===== config.mk =====
export PLATFORM = sky130hd
export DESIGN_NAME = conv_window_flat
export DESIGN_NICKNAME = d
export VERILOG_FILES = /design/src/rtl/conv_window_if.sv /design/src/rtl/conv_window.sv /design/src/flat_wrapper.sv
export SDC_FILE = /design/constraint.sdc
export NUM_CORES = 1
export LEC_CHECK = 0
export CAP_MARGIN = 20
export CORE_UTILIZATION = 56
export CTS_CLUSTER_SIZE = 14
export DETAILED_ROUTE_END_ITERATION = 6
export GPL_TIMING_DRIVEN = 0
export HOLD_SLACK_MARGIN = 0.02
export PLACE_DENSITY = 0.88
export SYNTH_ARGS = -nofsm -noshare
export SYNTH_HDL_FRONTEND = slang
export SYNTH_SLANG_ARGS = --single-unit
export TNS_END_PERCENT = 5

===== constraint.sdc =====
create_clock -name clock -period 3.5 [get_ports clock]
set_clock_uncertainty 0.15 [all_clocks]
set_input_delay 0.35 -clock clock [delete_from_list [all_inputs] [get_ports clock]]
set_output_delay 0.35 -clock clock [all_outputs]
set_load 0.1 [all_outputs]

===== src/rtl/conv_window_if.sv =====
// Pixel-in / window-out bundle between a raster pixel source and conv_window.
// master = pixel source side, slave = window generator side.
interface conv_window_if #(
    parameter int unsigned SIZE      = 3,
    parameter int unsigned WIDTH_BIT = 8,
    parameter int unsigned IMG_W     = 8,
    parameter int unsigned IMG_H     = 8
);
    logic signed [WIDTH_BIT-1:0]                     pix_in;
    logic                                            pix_valid;
    logic signed [SIZE-1:0][SIZE-1:0][WIDTH_BIT-1:0] win_out;
    logic                                            win_valid;
    logic [$clog2(IMG_H)-1:0]                        win_row;
    logic [$clog2(IMG_W)-1:0]                        win_col;
    logic                                            frame_done;

    modport master (
        output pix_in, pix_valid,
        input  win_out, win_valid, win_row, win_col, frame_done
    );

    modport slave (
        input  pix_in, pix_valid,
        output win_out, win_valid, win_row, win_col, frame_done
    );
endinterface


===== src/rtl/conv_window.sv =====
// Streaming SIZE x SIZE window generator. Pixels arrive in raster order, the
// previous SIZE-1 rows live in line buffers, and every fully-inside
// neighbourhood is presented as a registered window one cycle after its
// bottom-right pixel is accepted.
module conv_window #(
    parameter int unsigned SIZE      = 3,
    parameter int unsigned WIDTH_BIT = 8,
    parameter int unsigned IMG_W     = 8,
    parameter int unsigned IMG_H     = 8
) (
    input logic          clock,
    input logic          reset,
    conv_window_if.slave bus
);
    localparam int unsigned RW = $clog2(IMG_H);
    localparam int unsigned CW = $clog2(IMG_W);

    typedef logic signed [WIDTH_BIT-1:0] pix_t;

    // Line buffers: index 0 holds the oldest row, SIZE-2 the row just above.
    pix_t lbuf [SIZE-1][IMG_W];

    logic [RW-1:0] row_q, row_d;
    logic [CW-1:0] col_q, col_d;
    logic          last_col, last_row, in_window, accept;
    pix_t          new_col [SIZE];

    pix_t [SIZE-1:0][SIZE-1:0] win_q;
    logic                      win_valid_q;
    logic                      frame_done_q;
    logic [RW-1:0]             win_row_q;
    logic [CW-1:0]             win_col_q;

    // Raster position bookkeeping and the incoming window column.
    always_comb begin
        accept    = bus.pix_valid;
        last_col  = (col_q == CW'(IMG_W - 1));
        last_row  = (row_q == RW'(IMG_H - 1));
        in_window = (row_q >= RW'(SIZE - 1)) && (col_q >= CW'(SIZE - 1));
        col_d     = last_col ? '0 : col_q + 1'b1;
        row_d     = row_q;
        if (last_col) begin
            row_d = last_row ? '0 : row_q + 1'b1;
        end
        for (int unsigned k = 0; k < SIZE - 1; k++) begin
            new_col[k] = lbuf[k][col_q];
        end
        new_col[SIZE-1] = bus.pix_in;
    end

    // Line buffers shift up one row at the current column; never reset since
    // the valid rule only exposes entries written in the current frame.
    always_ff @(posedge clock) begin
        if (accept) begin
            for (int unsigned k = 0; k + 1 < SIZE - 1; k++) begin
                lbuf[k][col_q] <= lbuf[k+1][col_q];
            end
            lbuf[SIZE-2][col_q] <= bus.pix_in;
        end
    end

    // Counters, window shift register, coordinates and status pulses.
    always_ff @(posedge clock or posedge reset) begin
        if (reset) begin
            row_q        <= '0;
            col_q        <= '0;
            win_q        <= '0;
            win_valid_q  <= 1'b0;
            frame_done_q <= 1'b0;
            win_row_q    <= '0;
            win_col_q    <= '0;
        end else begin
            win_valid_q  <= accept && in_window;
            frame_done_q <= accept && in_window && last_row && last_col;
            if (accept) begin
                row_q     <= row_d;
                col_q     <= col_d;
                // Coordinates track every pixel; only meaningful when flagged.
                win_row_q <= row_q - RW'(SIZE - 1);
                win_col_q <= col_q - CW'(SIZE - 1);
                for (int unsigned i = 0; i < SIZE; i++) begin
                    for (int unsigned j = 0; j + 1 < SIZE; j++) begin
                        win_q[i][j] <= win_q[i][j+1];
                    end
                    win_q[i][SIZE-1] <= new_col[i];
                end
            end
        end
    end

    assign bus.win_out    = win_q;
    assign bus.win_valid  = win_valid_q;
    assign bus.frame_done = frame_done_q;
    assign bus.win_row    = win_row_q;
    assign bus.win_col    = win_col_q;

endmodule


===== src/flat_wrapper.sv =====
// flat-port wrapper written by rule: the top's interface ports become plain ports
module conv_window_flat 
#(
    parameter int unsigned SIZE      = 3,
    parameter int unsigned WIDTH_BIT = 8,
    parameter int unsigned IMG_W     = 8,
    parameter int unsigned IMG_H     = 8
)
  (clock, reset, bus_pix_in, bus_pix_valid, bus_win_out, bus_win_valid, bus_win_row, bus_win_col, bus_frame_done);
  conv_window_if #(.SIZE(SIZE), .WIDTH_BIT(WIDTH_BIT), .IMG_W(IMG_W), .IMG_H(IMG_H)) bus_i ();
  input logic clock;
  input logic reset;
  input wire logic [$bits(bus_i.pix_in)-1:0] bus_pix_in;
  input wire logic [$bits(bus_i.pix_valid)-1:0] bus_pix_valid;
  output wire logic [$bits(bus_i.win_out)-1:0] bus_win_out;
  output wire logic [$bits(bus_i.win_valid)-1:0] bus_win_valid;
  output wire logic [$bits(bus_i.win_row)-1:0] bus_win_row;
  output wire logic [$bits(bus_i.win_col)-1:0] bus_win_col;
  output wire logic [$bits(bus_i.frame_done)-1:0] bus_frame_done;
  assign bus_i.pix_in = bus_pix_in;
  assign bus_i.pix_valid = bus_pix_valid;
  assign bus_win_out = bus_i.win_out;
  assign bus_win_valid = bus_i.win_valid;
  assign bus_win_row = bus_i.win_row;
  assign bus_win_col = bus_i.win_col;
  assign bus_frame_done = bus_i.frame_done;
  conv_window #(.SIZE(SIZE), .WIDTH_BIT(WIDTH_BIT), .IMG_W(IMG_W), .IMG_H(IMG_H)) u_core (.clock(clock), .reset(reset), .bus(bus_i));
endmodule

# Word-level counts from Yosys, hierarchy flattened
# Memories as Yosys holds them, arrays and structs flattened.
# Cells that the tools add are included.
word_totals:
  rom_bits: 0
  n_memories: 1
  wordCells: 45
  ram_bits: 128
  ff_bits: 86
  latch_bits: 0
  input_bits: 11
mem_list:
  columns: ["name", "words", "word_bits", "read_ports", "rd_ports_with_merged_regs", "wr", "line", "text"]
  rows:
  - ["u_core.lbuf", 2, 64, 2, 0, 2, "conv_window.sv:21", "pix_t lbuf [SIZE-1][IMG_W];"]
op_classes:
  n_shift: 0
  div: 0
  order_cmp: 4
  n_eq_ne: 2
  n_reduce_logical: 6
  addsub: 4
  multipliers: 0
  n_mux: 12
  n_bitwise: 1
op_table:
  columns: ["operator", "count"]
  rows:
  - ["$mux W64", 1]
  - ["$bmux W8 S3", 2]
  - ["$mux W8", 5]
  - ["$demux W8 S3", 1]
  - ["$add A3 B1 Y3 const B", 2]
  - ["$eq A3 B3 Y1 const B", 2]
  - ["$ge A3 B2 Y1 const B", 2]
  - ["$mux W3", 2]
  - ["$sub A3 B2 Y3 const B", 2]
  - ["$logic_and A1 B1 Y1", 5]
  - ["$ge A4 B4 Y1 const B", 1]
  - ["$lt A4 B1 Y1 const B", 1]
  - ["$not A3 Y4", 1]
  - ["$reduce_and A2 Y1", 1]
  - ["$mux W1", 1]

# Longest topological paths before layout
# Gate-level depths: netlist of the first run.
depth:
  depth_word: 6
  depth_mapped: 7

# Least setup slack after synthesis of the first run
# OpenSTA, ideal clock, no wires.
synth_timing:
  path_type: "reg2reg"
  start: "reg u_core.col_q[0]"
  end: "mem u_core.lbuf[0][120] (netlist bit) (enable)"
  synth_period_minus_slack_ns: 1.838
  arrival_time_ns: 1.314
  slack_ns: 1.662
  stages_incl_launch_ff: 5
  path_buffers: 2
  path_cell_list: "dfrtp_1 -> buf_6 -> buf_6 -> nor2b_1 -> and2_1"
synth_lines:
  columns: ["element", "line", "text"]
  rows:
  - ["start, declared", "conv_window.sv:24", "logic [CW-1:0] col_q, col_d;"]
  - ["start signal, assigned", "conv_window.sv:77", "col_q <= col_d;"]
  - ["end, declared", "conv_window.sv:21", null]

# Final worst setup path of the first run
layout_timing:
  start: "reg u_core.win_q (netlist bit u_core.bus.win_out[45])"
  end: "out bus_win_out[45]"
layout_lines:
  columns: ["element", "line", "text"]
  rows:
  - ["start, declared", "conv_window.sv:28", "pix_t [SIZE-1:0][SIZE-1:0] win_q;"]
  - ["start signal, assigned by index", "conv_window.sv:83", "win_q[i][j] <= win_q[i][j+1];"]
  - ["start signal, assigned by index", "conv_window.sv:85", "win_q[i][SIZE-1] <= new_col[i];"]
  - ["end, declared", "flat_wrapper.sv:15", "output wire logic [$bits(bus_i.win_out)-1:0] bus_win_out;"]
# No word-level cell between the ends.

==> results of run 1 <==
## cell type report
type | count | area, um2 | area share
tap | 184 | 230 | 0.0225
clock inverter | 8 | 70.1 | 0.00686
sequential | 214 | 6000 | 0.587
clock buffer | 30 | 621 | 0.0608
buffer | 25 | 193 | 0.0189
inverter | 7 | 28.8 | 0.00282
multi-input combinational | 241 | 2150 | 0.211
timing repair buffer | 91 | 921 | 0.0902
## worst register-to-register path, stage by stage, from the launching register on
cell and delay (ns):
dfrtp_1 0.41, buf_6 0.17, buf_6 0.16, nor2b_1 0.26, and2_1 0.85
## Yosys cell counts, types with 2 or more instances
master    count  share of area
o31ai_2       7          0.010
o22ai_1      15          0.011
buf_1         3         0.0013
mux2i_1      32          0.038
edfxtp_1    128           0.46
o21ai_0       5         0.0030
a21oi_1       3         0.0018
mux2_2       89           0.12
nand2b_1      4         0.0030
buf_6         6         0.0081
inv_1         6         0.0027
a22o_1       16          0.017
dfrtp_1      86           0.26
and2_1        4         0.0030
mux2_1        2         0.0027
and3_1        5         0.0037
nand2_1      22         0.0099
nor2b_1       2         0.0015
ha_1         10          0.015
buf_4         4         0.0036
o31ai_1       9         0.0081
buf_2         9         0.0054
nor2_1       12         0.0054
## registers in the layout, summed over array words and instances, names as in the netlist
register and cells:
u_core.bus.frame_done 1, u_core.lbuf 128, u_core.col_q 3, u_core.bus.win_out 72, u_core.row_q 3, u_core.bus.win_col 3, u_core.bus.win_valid 1, u_core.bus.win_row 3
## per-layer routing
metal | vias up | GRT usage | part of all wire | wire, um
li1 | 2057 | - | - | -
met1 | 2398 | 0.288 | 0.39 | 6860
met2 | 198 | 0.413 | 0.52 | 9280
met3 | 38 | 0.0444 | 0.065 | 1160
met4 | 0 | 0.0886 | 0.025 | 441
met5 | - | 0 | 0 | 0
## cells by family after synthesis
family / share of synthesized area
DFF: 0.717
muxes: 0.161
AOI/OAI and AO/OA: 0.0546
and+or+nand+nor: 0.0271
buffers and inverters: 0.0262
adders and majority gates: 0.0150
## worst paths after layout
path	end	slack, ns
max in group asynchronous	u_core.bus.win_out[64]	2.46
hold reg to reg	u_core.bus.win_out[50]	0.35
setup / recovery	bus_win_out[45]	0.89
min in group clock	u_core.bus.win_out[50]	0.35
hold / removal	u_core.bus.win_out[3]	0.11
setup reg to reg	u_core.lbuf[0][41]	1.12
## per-stage QoR
stage	util	TNS [ns]	setup slack, ns	hold WS, ns
3_5_place_dp	0.655	0	0.706	0.346
6_report	0.703	0	0.885	0.111
4_1_cts	0.703	0	0.890	0.131
3_3_place_gp	0.654	-40.87	-0.484	0.322
2_1_floorplan	-	0	0.778	0.299
5_1_grt	0.703	0	0.867	0.198
==> results.py, run 1 <==
metrics = {
    "clocking": {
        "postCtsResizedCells": 0,
        "cts_hold_buffers": 0,
        "cts_buffers": 21,
        "cts_sinks": 214,
        "cts-root-buf": "clkbuf_16",
        "clk_pin_slew_ns": 0.06,
        "clkLatencyLatePin_ns": 0.49,
        "clockBufferDepth": 3,
        "h-tree-depth": 1,
        "postCtsSetupBuffers": 0,
        "cts_tree": "done",
    },
    "sta": {
        "slew_headroom": 0.332,
        "rsz0062_at_grt": "no",
        "period_needed_ns": 2.61,
        "worst_pin_slew_ns": 1.00,
        "setup_viol": 0,
        "slew_viol_final": 0,
        "fmaxAchievable_mhz": 382,
        "hold_viol": 0,
        "finalCritPeriodShare": 0.747,
    },
    "critical_path": {
        "reg2reg_depth": 4,
        "crit_fanout": 3,
        "crit_path_max_incr_delay_ns": 1.17,
        "slowest_stage": "clkdlybuf4s50_1",
        "cp.required_ns": 3.00,
        "r2r-start": "u_core.col_q[0]",
        "path_class": "reg -> out",
        "critical_path.endpoint_type": "primary output",
        "crit_buf_inv": 1,
        "critPathLaunch": "u_core.bus.win_out[45]",
        "worstSetupPathDepth": 1,
        "arrival_ns": 2.11,
        "crit_chain": "clkdlybuf4s50_1",
        "critPathTopFamily": "buffers and inverters",
        "critPathLaunchType": "register",
    },
    "global_route": {
        "grt_antenna_before_repair": 0,
        "grtUsageTotal": 0.235,
        "grt_overflow": 0,
        "grt_pass1_wl_um": 27700,
        "grt_pass1_vias": 4992,
        "grt_max_degree": 46,
    },
    "yosys": {
        "syn_area_per_cell_um2": 17.2,
        "synth_fp_nets": 508,
        "synth-main-ff-cell": "edfxtp_1",
        "synth_seq_cells": 214,
        "synth_edf_count": 128,
        "yosys_warnings": 0,
        "async_reset_ff_frac": 0.402,
        "yosysUniqueCellTypes": 31,
        "synth_area_um2": 8370,
        "seq_area_frac_synth": 0.717,
        "synth_cells": 487,
    },
    "floorplan": {
        "fp-row-count": 44,
        "die_w_um": 124,
        "initial_core_util": 0.576,
        "ios": 91,
        "die_height_um": 124,
        "coreArea_um2": 14500,
        "die_area_um2": 15400,
    },
    "final_layout": {
        "drive_above_1_share": 0.248,
        "mostFrequentLayoutCells": "128 x edfxtp_1, 90 x clkdlybuf4s50_1, 89 x mux2_2",
        "final_common_cell": "edfxtp_1",
        "diodes": 0,
        "areaGrowthSynthToFinish_pct": 22.0,
        "instances_no_fill": 800,
        "num-fill-cells": 931,
        "fin_area_um2": 10200,
        "nNetsFinal": 622,
    },
    "route": {
        "post_drt_wl_per_cell_um": 22.2,
        "drt_pre_antenna_iters": 4,
        "vias": 4691,
        "wirelength_um": 17700,
        "vias_per_cell": 5.86,
        "first_iter_violations": 293,
        "drc": 0,
        "postRouteAntennaNets": 0,
    },
    "min_path": {
        "min_path_type": "in -> async",
    },
    "place": {
        "hpwl_um": 11100,
        "place_area_um2": 9520,
        "io_buffers": 90,
        "place_inst": 762,
        "gp_congestion": 0.819,
    },
    "status": {
        "status": "complete, no violations",
    },
    "flow_run": {
        "maxCapViolCount": 0,
    },
}
Power of run 1 is left out: the tool's default activity adds up to more than one toggle a clock period on the data nets, which glitch-free logic cannot reach.
==> inputs of run 2 (changes only) <==
--- a/config.mk
+++ b/config.mk
@@ -6,12 +6,12 @@
 export NUM_CORES = 1
 export LEC_CHECK = 0
 export CAP_MARGIN = 20
-export CORE_UTILIZATION = 56
+export CORE_UTILIZATION = 51
 export CTS_CLUSTER_SIZE = 14
 export DETAILED_ROUTE_END_ITERATION = 6
 export GPL_TIMING_DRIVEN = 0
 export HOLD_SLACK_MARGIN = 0.02
-export PLACE_DENSITY = 0.88
+export PLACE_DENSITY = 0.85
 export SYNTH_ARGS = -nofsm -noshare
 export SYNTH_HDL_FRONTEND = slang
 export SYNTH_SLANG_ARGS = --single-unit
==> constraint.sdc (replaced) <==
create_clock -name clock -period 2.14 [get_ports clock]
set_clock_uncertainty 0.15 [all_clocks]
set_input_delay 0.214 -clock clock [delete_from_list [all_inputs] [get_ports clock]]
set_output_delay 0.214 -clock clock [all_outputs]
set_load 0.1 [all_outputs]
==> run 2 against run 1 <==
Net effect: first-iteration DRC count shrank 3.4%; non-clock buffer count rose by 2; global-route usage fell by 2.5 points; routed wire length shrank 3.2%; via count shrank 1.0%; critical endpoint is now bus_win_out[8]; largest cell class unchanged.
==> results.py, run 2 (synthesis gave the netlist of run 1 again) <==
metrics = {
    "status": {
        "status": "complete, no violations",
    },
    "route": {
        "postRouteAntennaNets": 0,
        "wirelength_um": 17200,
        "drc": 0,
        "post_drt_wl_per_cell_um": 20.5,
        "first_iter_violations": 283,
        "drt_pre_antenna_iters": 5,
        "vias_per_cell": 5.55,
        "vias": 4642,
    },
    "final_layout": {
        "mostFrequentLayoutCells": "128 x edfxtp_1, 89 x mux2_2, 86 x dfrtp_1",
        "nNetsFinal": 625,
        "final_common_cell": "edfxtp_1",
        "drive_above_1_share": 0.290,
        "diodes": 0,
        "areaGrowthSynthToFinish_pct": 22.6,
        "largest_reg_flops": 128,
        "instances_no_fill": 836,
        "regMostFlops": "u_core.lbuf",
        "num-fill-cells": 1154,
        "fin_area_um2": 10300,
    },
    "clocking": {
        "clk_pin_slew_ns": 0.06,
        "clockBufferDepth": 3,
        "cts_sinks": 214,
        "clkLatencyLatePin_ns": 0.50,
        "h-tree-depth": 1,
        "cts_buffers": 22,
        "cts_tree": "done",
        "cts-root-buf": "clkbuf_16",
    },
    "floorplan": {
        "initial_core_util": 0.525,
        "coreArea_um2": 15900,
        "fp-row-count": 46,
        "die_area_um2": 16900,
        "die_height_um": 130,
        "die_w_um": 130,
        "ios": 91,
    },
    "critical_path": {
        "critPathTopFamily": "buffers and inverters",
        "critical_path.endpoint_type": "primary output",
        "path_class": "reg -> out",
        "crit_buf_inv": 1,
        "r2r-start": "u_core.col_q[1]",
        "worst_r2r_endpoint": "u_core.lbuf[0][62]",
        "slowest_stage": "dlygate4sd2_1",
        "reg2reg_depth": 5,
        "crit_path_max_incr_delay_ns": 0.86,
        "arrival_ns": 1.73,
        "crit_fanout": 3,
        "crit_chain": "dlygate4sd2_1",
        "cp.required_ns": 1.78,
        "critPathLaunchType": "register",
        "regToRegSetupSlack_ns": 0.05,
    },
    "global_route": {
        "met3_usage": 0.0308,
        "grt_pass1_vias": 4783,
        "grtUsageMet1": 0.271,
        "grt_pass1_wl_um": 26300,
        "grt_antenna_before_repair": 0,
        "grtUsageTotal": 0.210,
        "grt_max_degree": 43,
        "busiest_layer": "met2",
        "met2_usage": 0.370,
        "grt_overflow": 0,
    },
    "flow_run": {
        "maxCapViolCount": 0,
    },
    "place": {
        "hpwl_um": 11100,
        "io_buffers": 90,
        "gp_congestion": 0.812,
        "place_area_um2": 9580,
        "place_inst": 795,
    },
    "sta": {
        "rsz0062_at_grt": "no",
        "slew_viol_final": 0,
        "finalCritPeriodShare": 0.979,
        "setup_viol": 0,
        "worst_pin_slew_ns": 0.973,
        "slew_headroom": 0.354,
        "hold_viol": 0,
        "hold_ws_ns": 0.326,
        "period_needed_ns": 2.09,
        "fmaxAchievable_mhz": 478,
    },
    "min_path": {
        "min_path_type": "in -> reg",
        "whs_endpoint": "u_core.lbuf[0][86]",
        "hold_depth": 1,
        "hold_start": "bus_pix_in[6]",
    },
}
==> run 2: changes by cell type in the layout (fill, tap and decap cells not counted), moves of 5 or more <==
cell             change
clkdlybuf4s50_1     -80
dlygate4sd2_1       +49
clkdlybuf4s15_1     +17
clkdlybuf4s15_2     +11
nor2_1               -5
nor2_2               +5
==> run 2: per-stage QoR <==
stage          setup slack (ns)   util  TNS [ns]
3_5_place_dp             -0.514  0.601    -49.32
2_1_floorplan             0.302      -         0
5_1_grt               0.0000120  0.643         0
6_report                 0.0458  0.643         0
3_3_place_gp             -0.490  0.599    -53.74
4_1_cts                 0.00183  0.642         0
==> run 2: per-layer routing <==
metal / vias up / wire length (um)
met5: - / 0
li1: 2083 / -
met3: 27 / 822
met2: 186 / 8820
met4: 0 / 342
met1: 2346 / 7180
==> run 2: worst max path at each step <==
stage	start	end	slack (ns)	depth (start not counted)
after floorplan	u_core.col_q[0]	u_core.lbuf[0][120]	0.30	4
after global placement	bus_pix_valid	u_core.lbuf[0][0]	-0.49	4
after detailed placement	bus_pix_valid	u_core.lbuf[0][49]	-0.51	4
after CTS	u_core.bus.win_out[23]	bus_win_out[23]	0.002	1
after global routing	u_core.bus.win_out[38]	bus_win_out[38]	0.00001	1
final	u_core.bus.win_out[8]	bus_win_out[8]	0.05	1
==> run 2: cell type report <==
| class | count | area [um2] | share of cell area |
|---|---|---|---|
| clock inverters | 9 | 77.6 | 0.00756 |
| inverters | 7 | 30.0 | 0.00293 |
| clock buffers | 31 | 626 | 0.0610 |
| plain buffers | 25 | 193 | 0.0188 |
| flip-flops and latches | 214 | 6000 | 0.585 |
| well taps | 216 | 270 | 0.0264 |
| repair buffers | 93 | 888 | 0.0866 |
| multi-input cells | 241 | 2180 | 0.212 |
==> run 2: what timing repair did <==
item / CTS / global route
gates resized for setup: 109 / 29
setup endpoints to repair: 208 / 108
buffers inserted: 0 / 0
hold buffers: 1 / 0
hold endpoints to repair: 2 / 0
Power of run 2 is left out for the same reason.
==> inputs of run 3 (changes only) <==
--- a/config.mk
+++ b/config.mk
@@ -5,13 +5,14 @@
 export SDC_FILE = /design/constraint.sdc
 export NUM_CORES = 1
 export LEC_CHECK = 0
+export ABC_AREA = 1
 export CAP_MARGIN = 20
-export CORE_UTILIZATION = 51
+export CORE_UTILIZATION = 50
 export CTS_CLUSTER_SIZE = 14
 export DETAILED_ROUTE_END_ITERATION = 6
 export GPL_TIMING_DRIVEN = 0
 export HOLD_SLACK_MARGIN = 0.02
-export PLACE_DENSITY = 0.85
+export PLACE_DENSITY = 0.83
 export SYNTH_ARGS = -nofsm -noshare
 export SYNTH_HDL_FRONTEND = slang
 export SYNTH_SLANG_ARGS = --single-unit
==> run 3 against run 2 <==
Net effect: the flow now finishes with violations (negative setup slack); final area grew 5.1%; utilization shrank 1.8 points; count of clock-buffer cells in the layout grew 2; maximum frequency shrank 3.1%; via count grew 40%; register-to-register slack lost 0.07 ns; synthesized cell count grew 76%; critical path depth grew 3; flip-flop and latch count is the same; first-iteration DRC count grew 130%; area after synthesis grew 5.0%; non-clock buffer count grew 21.
==> results.py, run 3 <==
metrics = {
    "critical_path": {
        "crit_fanout": 16,
        "critical_path.endpoint_type": "register",
        "critPathLaunchType": "register",
        "arrival_ns": 2.13,
        "cp.required_ns": 2.11,
        "path_class": "reg -> reg",
    },
    "yosys": {
        "seq_area_frac_synth": 0.683,
        "synth-main-ff-cell": "edfxtp_1",
        "yosys.area_share.simple": 0.186,
        "synth_top_family_by_area": "simple AND/OR/NAND/NOR gates",
        "synthAdderAreaFrac": 0.0142,
        "synth_fp_nets": 878,
        "synth_area_um2": 8780,
        "synth_top_area_cell": "edfxtp_1",
        "synth_top_area_frac": 0.438,
        "synth_compound_area_frac": 0.0336,
        "yosys_warnings": 0,
        "syn_area_per_cell_um2": 10.2,
        "yosysMostFrequentCell": "nand2_1",
        "synthTopCellsByCount": "282 x nand2_1, 131 x inv_1, 128 x edfxtp_1, 98 x nand3_1, 86 x dfrtp_1",
        "ys_top_cells_by_area": "edfxtp_1 44%, dfrtp_1 25%, nand2_1 12%, inv_1 5.6%, nand3_1 5.6%",
        "synth_seq_cells": 214,
        "synth-xor-area-share": 0,
        "muxShareOfSynthArea": 0,
        "synth_edf_count": 128,
        "synth_cells": 857,
        "async_reset_ff_frac": 0.402,
        "yosysUniqueCellTypes": 16,
    },
    "power": {
        "switching_power_mw": 8.30,
        "pwr-share-clk": 0.199,
        "pwr-share-comb": 0.454,
        "p_int_mw": 9.24,
        "p_leak_nw": 5.00,
        "seq_power_share": 0.347,
        "power.density_nw_per_um2": 1630,
        "p_sw_frac": 0.473,
        "ir_drop_uv": 1390,
    },
    "route": {
        "vias_per_cell": 5.36,
        "vias": 6520,
        "drc": 0,
        "wirelength_um": 21800,
        "drt_pre_antenna_iters": 5,
        "first_iter_violations": 663,
        "postRouteAntennaNets": 0,
        "post_drt_wl_per_cell_um": 17.9,
    },
    "sta": {
        "slew_headroom": 0.334,
        "slew_viol_final": 0,
        "worst_pin_slew_ns": 1.00,
        "hold_viol": 0,
        "fin_ws_ns": -0.0207,
        "period_needed_ns": 2.16,
        "hold_ws_ns": 0.104,
        "setup_viol": 16,
        "rsz0062_at_grt": "yes",
        "finalCritPeriodShare": 1.01,
        "tns_ns": -0.213,
        "fmaxAchievable_mhz": 463,
    },
    "min_path": {
        "min_path_type": "in -> async",
    },
    "place": {
        "io_buffers": 90,
        "gp_congestion": 0.821,
        "hpwl_um": 13900,
        "place_inst": 1177,
    },
    "final_layout": {
        "instances_no_fill": 1217,
        "areaGrowthSynthToFinish_pct": 22.7,
        "drive_above_1_share": 0.0938,
        "diodes": 0,
        "nNetsFinal": 999,
        "largest_reg_flops": 128,
        "regMostFlops": "u_core.lbuf",
        "mostFrequentLayoutCells": "280 x nand2_1, 128 x edfxtp_1, 127 x inv_1",
        "final_common_cell": "nand2_1",
    },
    "clocking": {
        "cts_buffers": 21,
        "cts_hold_buffers": 0,
        "cts_sinks": 214,
        "clockBufferDepth": 3,
        "cts_tree": "done",
        "cts-root-buf": "clkbuf_16",
        "h-tree-depth": 1,
        "clkLatencyLatePin_ns": 0.49,
        "clk_pin_slew_ns": 0.06,
    },
    "floorplan": {
        "coreArea_um2": 17200,
        "die_height_um": 135,
        "ios": 91,
        "initial_core_util": 0.510,
        "die_area_um2": 18100,
        "die_w_um": 135,
        "fp-row-count": 48,
    },
    "global_route": {
        "grt_antenna_before_repair": 0,
        "grt_overflow": 0,
        "grt_pass1_wl_um": 34000,
        "grt_pass1_vias": 6354,
        "grt_max_degree": 46,
        "grtUsageTotal": 0.247,
    },
    "flow_run": {
        "maxCapViolCount": 0,
    },
    "status": {
        "status": "finished with violations",
        "violations": "negative setup slack",
    },
}
==> run 3: changes by cell type in the layout (fill, tap and decap cells not counted), moves of 8 or more <==
cell	change
and2_1	+8
mux2_2	-89
o31ai_1	-9
o21ai_0	+53
mux2i_1	-32
buf_2	+8
a22o_1	-16
nand3_1	+98
nand2_1	+258
clkdlybuf4s15_2	-10
dlygate4sd2_1	+9
inv_1	+122
o22ai_1	-15
clkbuf_1	+10
==> run 3: cell type report <==
class / count / area (um2)
tap: 225 / 282
timing repair buffer: 98 / 940
sequential: 214 / 6000
fill: 1256 / 6460
buffer: 41 / 265
clock inverter: 4 / 20.0
clock buffer: 33 / 626
multi-input combinational: 467 / 2130
inverter: 135 / 518
==> run 3: logic make-up after synthesis <==
logic type	count (synthesis)
simple gates	398
flops	214
buf+inv	176
compound gates	59
fa+ha+maj	10
==> run 3: per-stage QoR <==
step	power [mW]	instance area [um2]	utilization	worst slack [ns]
6_report	17.5	10800	0.625	-0.0207
5_1_grt	18.2	10800	0.625	-0.0614
4_1_cts	17.3	10700	0.622	0.00674
3_5_place_dp	14.1	10100	0.584	-0.524
3_3_place_gp	13.8	9970	0.578	-1.03
2_1_floorplan	11.8	8790	-	-0.174
==> run 3: critical path: stages, from the launching register on <==
cell	delay, ns
dfrtp_1	0.44
buf_4	0.23
buf_4	0.23
nand2_2	0.21
nor2_4	0.52
==> run 3: repair_timing <==
item                                    in CTS  in global routing
endpoints found under the setup margin     186                125
buffers inserted                             1                  2
pin swaps                                    4                  3
endpoints found under the hold margin        0                  0
gates resized for setup                    104                 33
==> run 3: power groups by stage <==
stage	logic (mW)	clock network (mW)	registers (mW)
floorplan	2.31	0	9.51
global placement	7.67	0	6.12
detailed placement	7.90	0	6.16
CTS	7.76	3.49	6.08
global route	8.37	3.68	6.18
finish	7.96	3.48	6.10
==> run 3: final timing paths <==
kind / startpoint / to / slack, ns / depth (start not counted)
hold / removal: reset / u_core.bus.win_out[52] / 0.10 / 2
setup / recovery: u_core.col_q[0] / u_core.lbuf[0][99] / -0.02 / 4
min in group clock: u_core.bus.win_out[6] / u_core.bus.win_out[6] / 0.33 / 2
max in group asynchronous: reset / u_core.col_q[1] / 1.03 / 3
setup reg to reg: u_core.col_q[0] / u_core.lbuf[0][99] / -0.02 / 4
hold reg to reg: u_core.bus.win_out[6] / u_core.bus.win_out[6] / 0.33 / 2
==> run 3: layer usage <==
metal	routed length, um	GRT usage	vias to the layer above	share of wire
li1	-	-	2968	-
met1	8280	0.317	3092	0.38
met2	10700	0.415	397	0.49
met3	2090	0.0450	63	0.096
met4	748	0.102	0	0.034
met5	0	0	-	0
Power figures use the tool's default switching activity.
==> edit (config.mk and constraints of run 3) <==
Make the reset (`reset`) synchronous in one clocked block.
--- a/src/rtl/conv_window.sv
+++ b/src/rtl/conv_window.sv
@@ -60,7 +60,7 @@
     end
 
     // Counters, window shift register, coordinates and status pulses.
-    always_ff @(posedge clock or posedge reset) begin
+    always_ff @(posedge clock) begin
         if (reset) begin
             row_q        <= '0;
             col_q        <= '0;
Behaviour: differs if reset is asserted again (counterexample within 4 cycles, from zero or initial values and one cycle with reset high); with reset held inactive, the same outputs for 10 cycles.
==> edit against run 3 <==
- the flow still finishes with violations (negative setup slack)
- first-iteration DRC count is 18% higher
- critical path depth is 3 higher
- wire length is 6.2% higher
- synthesized cell count is 6.0% higher
- via count is 5.4% higher
- worst hold slack worse by 0.046 ns
- setup slack worse by 0.022 ns
- design area is 1.1% lower
- area after synthesis is 1.9% lower
- sequential cell count stayed put
- critical endpoint is now u_core.lbuf[0][102]$_DFFE_PP_
- largest cell class unchanged
- highest routed layer unchanged
Power is not compared: it rests on default switching activity, and its combinational part moved more than twofold at a synthesized area within 25%.
==> edit: results (changes against run 3) <==
Post-Place Cells=1,225 (+4.1%); maximum number of pins on one net before global-route repair=16 (-65%); number of synthesized flops with an enable pin=128 (unchanged); register containing the most flip-flops in the final layout=u_core.lbuf; clock tree root driver cell=clkbuf_16; via count of the routed design=6,869 (+5.4%); largest vdd supply drop=between 600 and 700 uV; number of antenna violations at the first check in global routing=0 (unchanged); Area contributors post-synth=edfxtp_1, dfxtp_1, nand2_1, inv_1, nand3_1; critical path's slowest cell=dfxtp_1; outcome=finished, violations left; diode count=0 (unchanged); final sum of negative setup slack=-0.677 ns (-0.464 ns); number of detailed-routing iterations run before antenna repair=5 (unchanged); number of synthesis warnings=0 (unchanged); detailed placement HPWL=14.8 mm (+6.7%); wire length of the first global-routing pass=35.9 mm (+5.5%); leading post-synthesis cells by instance count=nand2_1, inv_1, edfxtp_1; Seq/Total Area, Yosys=64.6% (-3.7 points); worst min-delay path category=primary input to flop; number of cells on the worst reg-to-reg path=7 (+3); total clock buffers created by CTS=21 (unchanged); number of different library cells in the post-synthesis netlist=18 (+2); fraction of layout instances using a drive strength above 1=8.23% (-1.1 points); vias in the first global route=6,900 (+8.6%); initial drt markers=781 (+18%); power spent charging and discharging nets=between 3 and 4 mW; GRT Util Overall=26.3% (+1.6 points); final setup violation count=22 (+6); failing checks=negative setup slack; vias per std cell=5.43 (+1.4%); number of flip-flops in the largest register=128 (unchanged); number of buffers between clock root and the deepest sink=3 (unchanged); CTS clk-pin slew, worst paths=approximately 0.070 ns; number of nets produced by synthesis=929 (+5.8%); asr flop ratio synth=0% (-40 points); clk_lat worst skew=0.50 ns; Worst path max stage delay=0.36 ns (-0.16 ns); layout filler cell count=1,223 (-2.6%); Layout Nets=1,052 (+5.3%); leakage power=roughly 5 nW; critical path peak fanout=11 (-5); Post-Place Cell Area=0.00992 mm^2 (-1.5%); critical path arrival=2.23 ns (+0.10 ns); worst-case setup slack after placement=-0.447 ns (+0.0766 ns); final setup margin=-0.0430 ns (-0.0223 ns); Slew HR=32.5% (-0.90 points); count of antenna-violating nets left after detailed routing=0 (unchanged); Routed WL per cell=18.3 um (+2.2%); routability-driven placement congestion ratio=0.830 (+1.2%); Post-Synthesis Mean Instance Area=9.49 um^2 (-7.4%); count of input and output buffers=89 (-1.1%)
edit: changes by cell type after synthesis, sizes merged:
cell,run 3,this run
o21ai,58,82
inv,134,150
a211oi,0,1
nor2,10,127
clkbuf,11,23
clkinv,1,0
nand3,98,97
buf,30,28
dfrtp,86,0
nand2,282,149
dfxtp,0,86
a21oi,1,26
and2,8,0
nor3,0,1
edit: repair_timing:
action,CTS,global route
endpoints found under the hold margin,1,0
hold buffers,1,0
gates resized for setup,95,13
pin swaps,4,2
endpoints found under the setup margin,196,101
buffers inserted,2,0
edit: cell families (layout without fill, tap and decap cells):
| logic type | count (synthesis) | in the layout | synth area share [%] |
|---|---|---|---|
| and+or+nand+nor | 374 | 374 | 17.7 |
| DFF | 214 | 214 | 64.6 |
| AOI/OAI and AO/OA | 109 | 109 | 6.36 |
| buffers and inverters | 201 | 338 | 9.87 |
| adders and majority gates | 10 | 10 | 1.45 |
edit: critical path, delay by kind of cell (launching register included):
| kind | cells | cell delay [ns] |
|---|---|---|
| AND/OR/NAND/NOR | 1 | 0.27 |
| buffers and inverters | 5 | 0.89 |
| flip-flops | 1 | 0.36 |
| adder cells (fa/ha/maj) | 1 | 0.19 |
edit: power by group through the flow:
stage / Clock [mW] / Combinational, mW / Sequential [mW]
after global placement: 0 / 1.77 / 4.78
after CTS: 3.78 / 1.80 / 4.70
after floorplan: 0 / 0.540 / 5.53
after global routing: 3.93 / 1.92 / 4.71
final: 3.79 / 1.84 / 4.70
after detailed placement: 0 / 1.83 / 4.79
edit: layout make-up:
class,instances,area (um^2),share of cell area (%)
inverter,150,568,5.33
multi-input combinational,493,2270,21.3
tap,220,275,2.58
sequential,214,5570,52.2
buffer,51,309,2.90
clock buffer,32,669,6.28
timing repair buffer,100,955,8.95
clock inverter,5,50.0,0.469
edit: worst paths after layout:
path	start	slack, ns	end
setup / recovery	u_core.col_q[2]$_SDFFE_PP0P_	-0.04	u_core.lbuf[0][102]$_DFFE_PP_
hold / removal	bus_pix_valid	0.06	u_core.bus.win_out[22]$_SDFFE_PP0P_
setup reg to reg	u_core.col_q[2]$_SDFFE_PP0P_	-0.04	u_core.lbuf[0][102]$_DFFE_PP_
hold reg to reg	u_core.bus.win_out[4]$_SDFFE_PP0P_	0.35	u_core.bus.win_out[4]$_SDFFE_PP0P_
edit: per-layer routing:
metal | GRT usage [%] | routed length (um)
met4 | 12.6 | 932
met5 | 0 | 0
met2 | 43.7 | 11300
met1 | 33.5 | 8940
met3 | 4.30 | 1980
